[config.mk]
export PLATFORM = sky130hd
export DESIGN_NAME = beq_sweep
export DESIGN_NICKNAME = d
export VERILOG_FILES = /design/src/rtl/beq_sweep.sv
export SDC_FILE = /design/constraint.sdc
export NUM_CORES = 1
export LEC_CHECK = 0
export ABC_AREA = 1
export CORE_MARGIN = 1.5
export CORE_UTILIZATION = 44
export DETAILED_ROUTE_END_ITERATION = 10
export PLACE_DENSITY = 0.74
export REMOVE_ABC_BUFFERS = 1
export SLEW_MARGIN = 30
export SYNTH_ARGS = -nofsm -noshare
export SYNTH_HDL_FRONTEND = slang
export SYNTH_SLANG_ARGS = --single-unit
[constraint.sdc]
create_clock -name clk -period 1.5 [get_ports clk]
set_input_delay 0.3 -clock clk [delete_from_list [all_inputs] [get_ports clk]]
set_output_delay 0.3 -clock clk [all_outputs]
set_load 0.05 [all_outputs]
[src/rtl/beq_sweep.sv]
// Sequential truth-table engine: sweeps an N-input vector through all 2^N
// combinations, drives the table value, captures every output and counts ones.
module beq_sweep #(
  parameter int N    = 4,
  parameter int HOLD = 1
) (
  input  logic              clk,
  input  logic              rst,
  input  logic              tt_load,
  input  logic [2**N-1:0]   tt_in,
  input  logic              start,
  output logic              busy,
  output logic              done,
  output logic [N-1:0]      x,
  output logic              z,
  output logic [2**N-1:0]   result,
  output logic [N:0]        ones
);

  localparam int              TT_W     = 2**N;
  localparam int              HC_W     = (HOLD > 1) ? $clog2(HOLD) : 1;
  localparam logic [HC_W-1:0] HC_LAST  = HC_W'(HOLD - 1);
  localparam logic [N-1:0]    X_LAST   = '1;
  localparam logic [N:0]      ONES_MAX = (N+1)'(TT_W);

  localparam logic [1:0] S_IDLE  = 2'd0;
  localparam logic [1:0] S_SWEEP = 2'd1;
  localparam logic [1:0] S_DONE  = 2'd2;

  logic [1:0]      r_state;
  logic [TT_W-1:0] r_tt;
  logic [TT_W-1:0] r_result;
  logic [N-1:0]    r_x;
  logic [HC_W-1:0] r_hold;
  logic [N:0]      r_ones;
  logic            w_bit;
  logic            w_cap;

  // Count of ones is bounded by the table size, so it saturates instead of wrapping.
  function automatic logic [N:0] sat_add(input logic [N:0] a, input logic b);
    if (b && (a != ONES_MAX))
      return a + (N+1)'(1);
    return a;
  endfunction

  assign w_bit = r_tt[r_x];
  assign w_cap = (r_state == S_SWEEP) && (r_hold == HC_LAST);

  always_ff @(posedge clk) begin
    if (rst) begin
      r_state  <= S_IDLE;
      r_tt     <= '0;
      r_result <= '0;
      r_x      <= '0;
      r_hold   <= '0;
      r_ones   <= '0;
    end else begin
      case (r_state)
        S_IDLE: begin
          if (tt_load)
            r_tt <= tt_in;
          // A load in the same cycle is visible to the sweep: first capture is a cycle later.
          if (start) begin
            r_state  <= S_SWEEP;
            r_x      <= '0;
            r_hold   <= '0;
            r_result <= '0;
            r_ones   <= '0;
          end
        end
        S_SWEEP: begin
          if (w_cap) begin
            r_result[r_x] <= w_bit;
            r_ones        <= sat_add(r_ones, w_bit);
            r_hold        <= '0;
            if (r_x == X_LAST)
              r_state <= S_DONE;
            else
              r_x <= r_x + N'(1);
          end else begin
            r_hold <= r_hold + HC_W'(1);
          end
        end
        S_DONE:  r_state <= S_IDLE;
        default: r_state <= S_IDLE;
      endcase
    end
  end

  assign busy   = (r_state == S_SWEEP);
  assign done   = (r_state == S_DONE);
  assign x      = r_x;
  assign z      = w_bit;
  assign result = r_result;
  assign ones   = r_ones;

endmodule

**Word level (Yosys, flattened, before mapping)**

Index checks and enable logic that the tools add are counted.

- Bits of input ports: 20
- Word-level logic and storage cells: 60
- Register bits after elaboration: 44

- Bitwise logic cells: 1
- Muxes and demuxes: 28
- Equality and inequality tests: 9
- Add/subtract/negate cells: 3
- Reduce and logical (&&, ||, !) cells: 11
- Magnitude comparators: 2

Operators by type and width:

| operator | number |
|---|---|
| $mux W16 | 2 |
| $pmux W16 S2 | 1 |
| $mux W5 | 4 |
| $bwmux W16 | 1 |
| $mux W4 | 3 |
| $pmux W5 S2 | 1 |
| $mux W1 | 8 |
| $pmux W4 S2 | 1 |
| $reduce_and A4 Y1 | 2 |
| $mux W2 | 3 |
| $ne A2 B1 Y1 const B | 3 |
| $reduce_and A3 Y1 | 2 |
| $add A5 B1 Y5 const B | 1 |
| $lt A4 B5 Y1 const B | 1 |
| $ne A5 B5 Y1 const B | 1 |
| $add A4 B1 Y4 const B | 1 |
| $bmux W1 S4 | 1 |
| $demux W1 S4 | 1 |
| $eq A4 B4 Y1 const B | 1 |
| $ge A4 B1 Y1 const B | 1 |
| $ne A2 B2 Y1 const B | 2 |
| $pmux W2 S2 | 1 |
| $reduce_and A2 Y1 | 2 |
| $logic_and A1 B1 Y1 | 3 |
| other kinds (7) | 7 |

**Depth between registers and ports, before layout**

Gate-level depths: netlist of the first run.

- Word-level depth: 10
- Mapped depth: 14
- Mapped depth without buffers: 12

**Worst setup path after synthesis of the first run**

Ideal clock, no wire load.

- Path kind: register -> register
- Start point: reg r_x[0], in the netlist x[0]
- End point: reg r_result[15], in the netlist result[15]
- Data required time: 1.430 ns
- Cell stages (with the launch flop): 13
- Path slack: -0.585 ns
- Period minus slack after synthesis: 2.085 ns
- Path buffers: 2
- Arrival: 2.015 ns
- Library setup time: 0.070 ns
- Path through: dfxtp_1 > buf_6 > inv_6 > buf_12 > nand2_1 > nand3_1 > nand2_1 > nand2_1 > nand2_2 > nor2_4 > inv_1 > nand3_1 > a21oi_1

- Elaborated cells on any way between the ends: 10

RTL lines:

| item | line | source |
|---|---|---|
| start, declared | 33 | `logic [N-1:0] r_x;` |
| start signal, assigned | 79 | `r_x <= r_x + N'(1);` |
| $bmux W1 S4 | 46 | `assign w_bit = r_tt[r_x];` |
| $mux W1 (not written as such) | 46 |  |
| via z | 15 | `output logic z,` |
| $bwmux W16 | 73 | `r_result[r_x] <= w_bit;` |
| $mux W16 | 72 | `if (w_cap) begin` |
| $pmux W16 S2 | 58 | `case (r_state)` |
| end signal, assigned by index | 73 |  |
| end, declared | 32 | `logic [TT_W-1:0] r_result;` |

The timed path passes the listed nets, and every way through them passes these cells. The select of a mux whose other input is x is not followed.
A chain may end at the register's enable or synchronous reset.

**Worst setup path in the final report of the first run**

- Start point: reg r_x[0], in the netlist x[0]
- End point: out z

- Word-level cells in the longest chain between the ends: 2

RTL lines:

| item | line |
|---|---|
| $bmux W1 S4 | 46 |
| $mux W1 (not written as such) | 46 |
| end, declared | 15 |

Every way passes these cells. The select of a mux whose other input is x is not followed.

==> metrics, run 1 <==
# H-tree levels=2; CTS max path bufs=2; status=complete, but fails checks; Crit Path Category=register to output pin; IO buf count=47; Worst Skew=0.0118 ns; WL/cell=13.7 microns; Sink Count=44; dominant cell type by area after synthesis=dfxtp_1; HPWL Detailed=3840 microns; drt pass-1 iters=4; main area contributors after synthesis=dfxtp_1 41%, a21oi_1 8.2%, nand2_1 7.0%, inv_1 6.0%, nor2_1 4.7%; DRT antenna net count=0; GRT Overall Usage=21.4%; PD cells=754 mW/mm^2; R2R Setup Slk=-0.31 ns; FF-to-FF path depth=15; clk root buf=clkbuf_8; # diodes=0; GP Congestion=0.807; Tightest Pin Transition=0.302 ns; final wirelength=6010 microns; pre-CTS setup slack=-0.195 ns; Hold WC Path Type=register to register; hold endpoint=r_tt[9]; post-synth top area share=41.1%; Critical Path RT=1.20 ns; Worst Hold Depth=2; fraction of final layout cells sized beyond drive strength 1=37.8%; asr flop ratio synth=0%; Slowest Stage Delay on Critical Path=0.37 ns; I/O pin total=48; Max Cap Viol=0; Post-synth EDFFs=0; row count=25; Mean Syn Cell Area=7.55 sq um; most common cell in the netlist=dfxtp_1; fin nets=399; Worst Setup Slack, final=-0.351 ns; die footprint=0.00530 sq mm; critical path arrival=1.55 ns; post-synth cell types=28; die height=72.8 microns; Critical Path Sink Type=output pin; Core Region=0.00472 sq mm; crit path max fanout=5; RR Startpoint=x[0]; Ys Warns=0; commonest cells in the synthesized netlist=44 x dfxtp_1, 40 x nand2_1, 35 x a21oi_1; CTS Hold Buffers Added=0; number of DRC markers in iteration 0=122; drt via density=5.11; CTS tree=done; vias in the first global route=2066; first-pass GRT wire length=8940 microns; grt total ovfl=0; violated checks=setup timing; WP buf/inv=4; Reg-to-Reg End=ones[0]; pin count of the biggest net entering global routing=33; #FFs+latches synth=44; TritonCTS buffer count=5; crit path cell chain=buf_6 > inv_8 > nand2_2 > nand3_2 > nand2_1 > nand2_1 > nand2_2 > nor2_4 > inv_2 > buf_8; Clk Latency, worst-skew pair=0.30 ns; unrepaired setup endpoints after global routing=true; initial antenna violation count=0; Rel. slew slack=79.8%; register area share after synthesis=41.1%; Synth Cell Area=0.00214 sq mm; VDD IR-drop max=0.531 mV; Final min period=1.85 ns; DIE WIDTH=72.8 microns; fin. max-slew vios=0; startpoint types=register; DR vias=2250; ys flop type=dfxtp_1; DR DRC count=0; final hold vios=0; LEAKAGE=1.54 nW; final setup fails=23; WHS=0.452 ns; CP top delay family=simple AND/OR/NAND/NOR gates; Initial Utilization=45.4%; Area growth, synth to finish=63.6%; maximum clock frequency=540 MHz; post-synthesis cell count=284; Min-Delay Startpoint=r_tt[9]; slowest cell on the critical path=dfxtp_4; Tcrit/Tclk final=123%; Worst-path clk slew=0.08 ns
[cell type report]
type	instances	area, sq um
clock buffers	5	68.8
clock inverters	2	12.5
fillers	329	1210
inverters	40	160
multi-input cells	189	1150
flip-flops and latches	44	891
well taps	67	83.8
repair buffers	92	1130
repair inverters	1	6.26
[worst max-delay path by stage]
stage	depth (start not counted)	end	from	slack, ns
6_report	10	z	x[0]	-0.35
5_1_grt	10	z	x[0]	-0.40
4_1_cts	10	z	x[0]	-0.31
3_5_place_dp	8	result[11]	start	-0.19
3_3_place_gp	9	result[1]	start	-0.14
2_1_floorplan	9	result[15]	x[1]	-0.64
[sequential cells by signal (all words and copies together) (netlist names)]
name     flops
r_tt        16
x            4
result      16
r_hold       1
r_state      2
ones         5
[cell usage in the layout, fill, tap and decap left out]
master,synthesis,routed
a21oi_2,3,3
inv_8,0,1
dfxtp_4,0,2
nor3_2,0,5
inv_1,34,30
inv_4,1,2
clkdlybuf4s50_1,0,19
o21bai_1,11,11
nand2_1,40,29
nor2_4,1,2
inv_2,4,8
buf_4,1,37
a21oi_1,35,35
buf_6,2,6
ha_1,6,5
buf_12,1,29
a211oi_1,1,1
nand2_4,4,6
ha_4,0,1
nand4_1,1,1
nor4_1,2,1
buf_8,0,1
nor3_1,7,2
xor2_1,3,3
nand3_1,18,12
nor2_2,0,3
o21ai_1,0,1
dfxtp_1,44,40
dfxtp_2,0,2
a311oi_1,3,3
o21ai_4,1,1
clkinv_2,0,1
nand3_2,0,6
nor4_2,0,1
nand2_2,9,18
clkbuf_8,0,5
clkinvlp_4,0,1
o21ai_0,17,16
nor2_1,27,23
[worst register-to-register path: cells and delay by family, from the launching register on]
family	cells	cell delay, ns
flip-flops	1	0.37
AND/OR/NAND/NOR	9	0.68
AO/OA/AOI/OAI	1	0.13
buffers and inverters	5	0.53
[logic make-up after synthesis]
| family | after synthesis | synth area share, % |
|---|---|---|
| xor+xnor | 3 | 1.23 |
| buf+inv | 51 | 11.0 |
| fa+ha+maj | 6 | 3.50 |
| compound gates | 71 | 19.5 |
| flops | 44 | 41.1 |
| simple gates | 109 | 23.7 |
[what timing repair did]
item,CTS,global route
gates resized for setup,16,37
cloned,1,0
endpoints found under the setup margin,23,24
setup buffers,4,6
pin swaps,11,17
[routing by layer]
layer	track usage [%]	vias to the layer above	wire [microns]
met4	7.34	0	187
li1	-	1101	-
met1	25.5	1038	2430
met3	5.39	22	297
met5	0	-	0
met2	37.4	89	3090
[per-stage QoR]
| step | instance area [sq um] | instances | setup TNS [ns] | power, mW | utilization [%] |
|---|---|---|---|---|---|
| 2_1_floorplan | 2070 | 273 | -9.09 | 1.57 | - |
| 3_3_place_gp | 3180 | 423 | -2.09 | 1.84 | 67.4 |
| 3_5_place_dp | 3180 | 423 | -3.24 | 1.85 | 67.4 |
| 4_1_cts | 3340 | 434 | -1.43 | 2.58 | 70.7 |
| 5_1_grt | 3510 | 440 | -5.11 | 2.75 | 74.3 |
| 6_report | 3510 | 440 | -3.53 | 2.64 | 74.3 |
[power breakdown]
group	internal, mW	leakage (nW)	switching (mW)
clock network	0.316	0.0400	0.405
logic	0.312	1.14	0.374
registers	1.21	0.362	0.0221
Power figures use the tool's default switching activity.
==> run 2, diff against run 1 <==
Settings changed: CTS_CLUSTER_DIAMETER from default to 100.
==> results of run 2 <==
The final DEF is identical to that of run 1; final timing and power are the same.
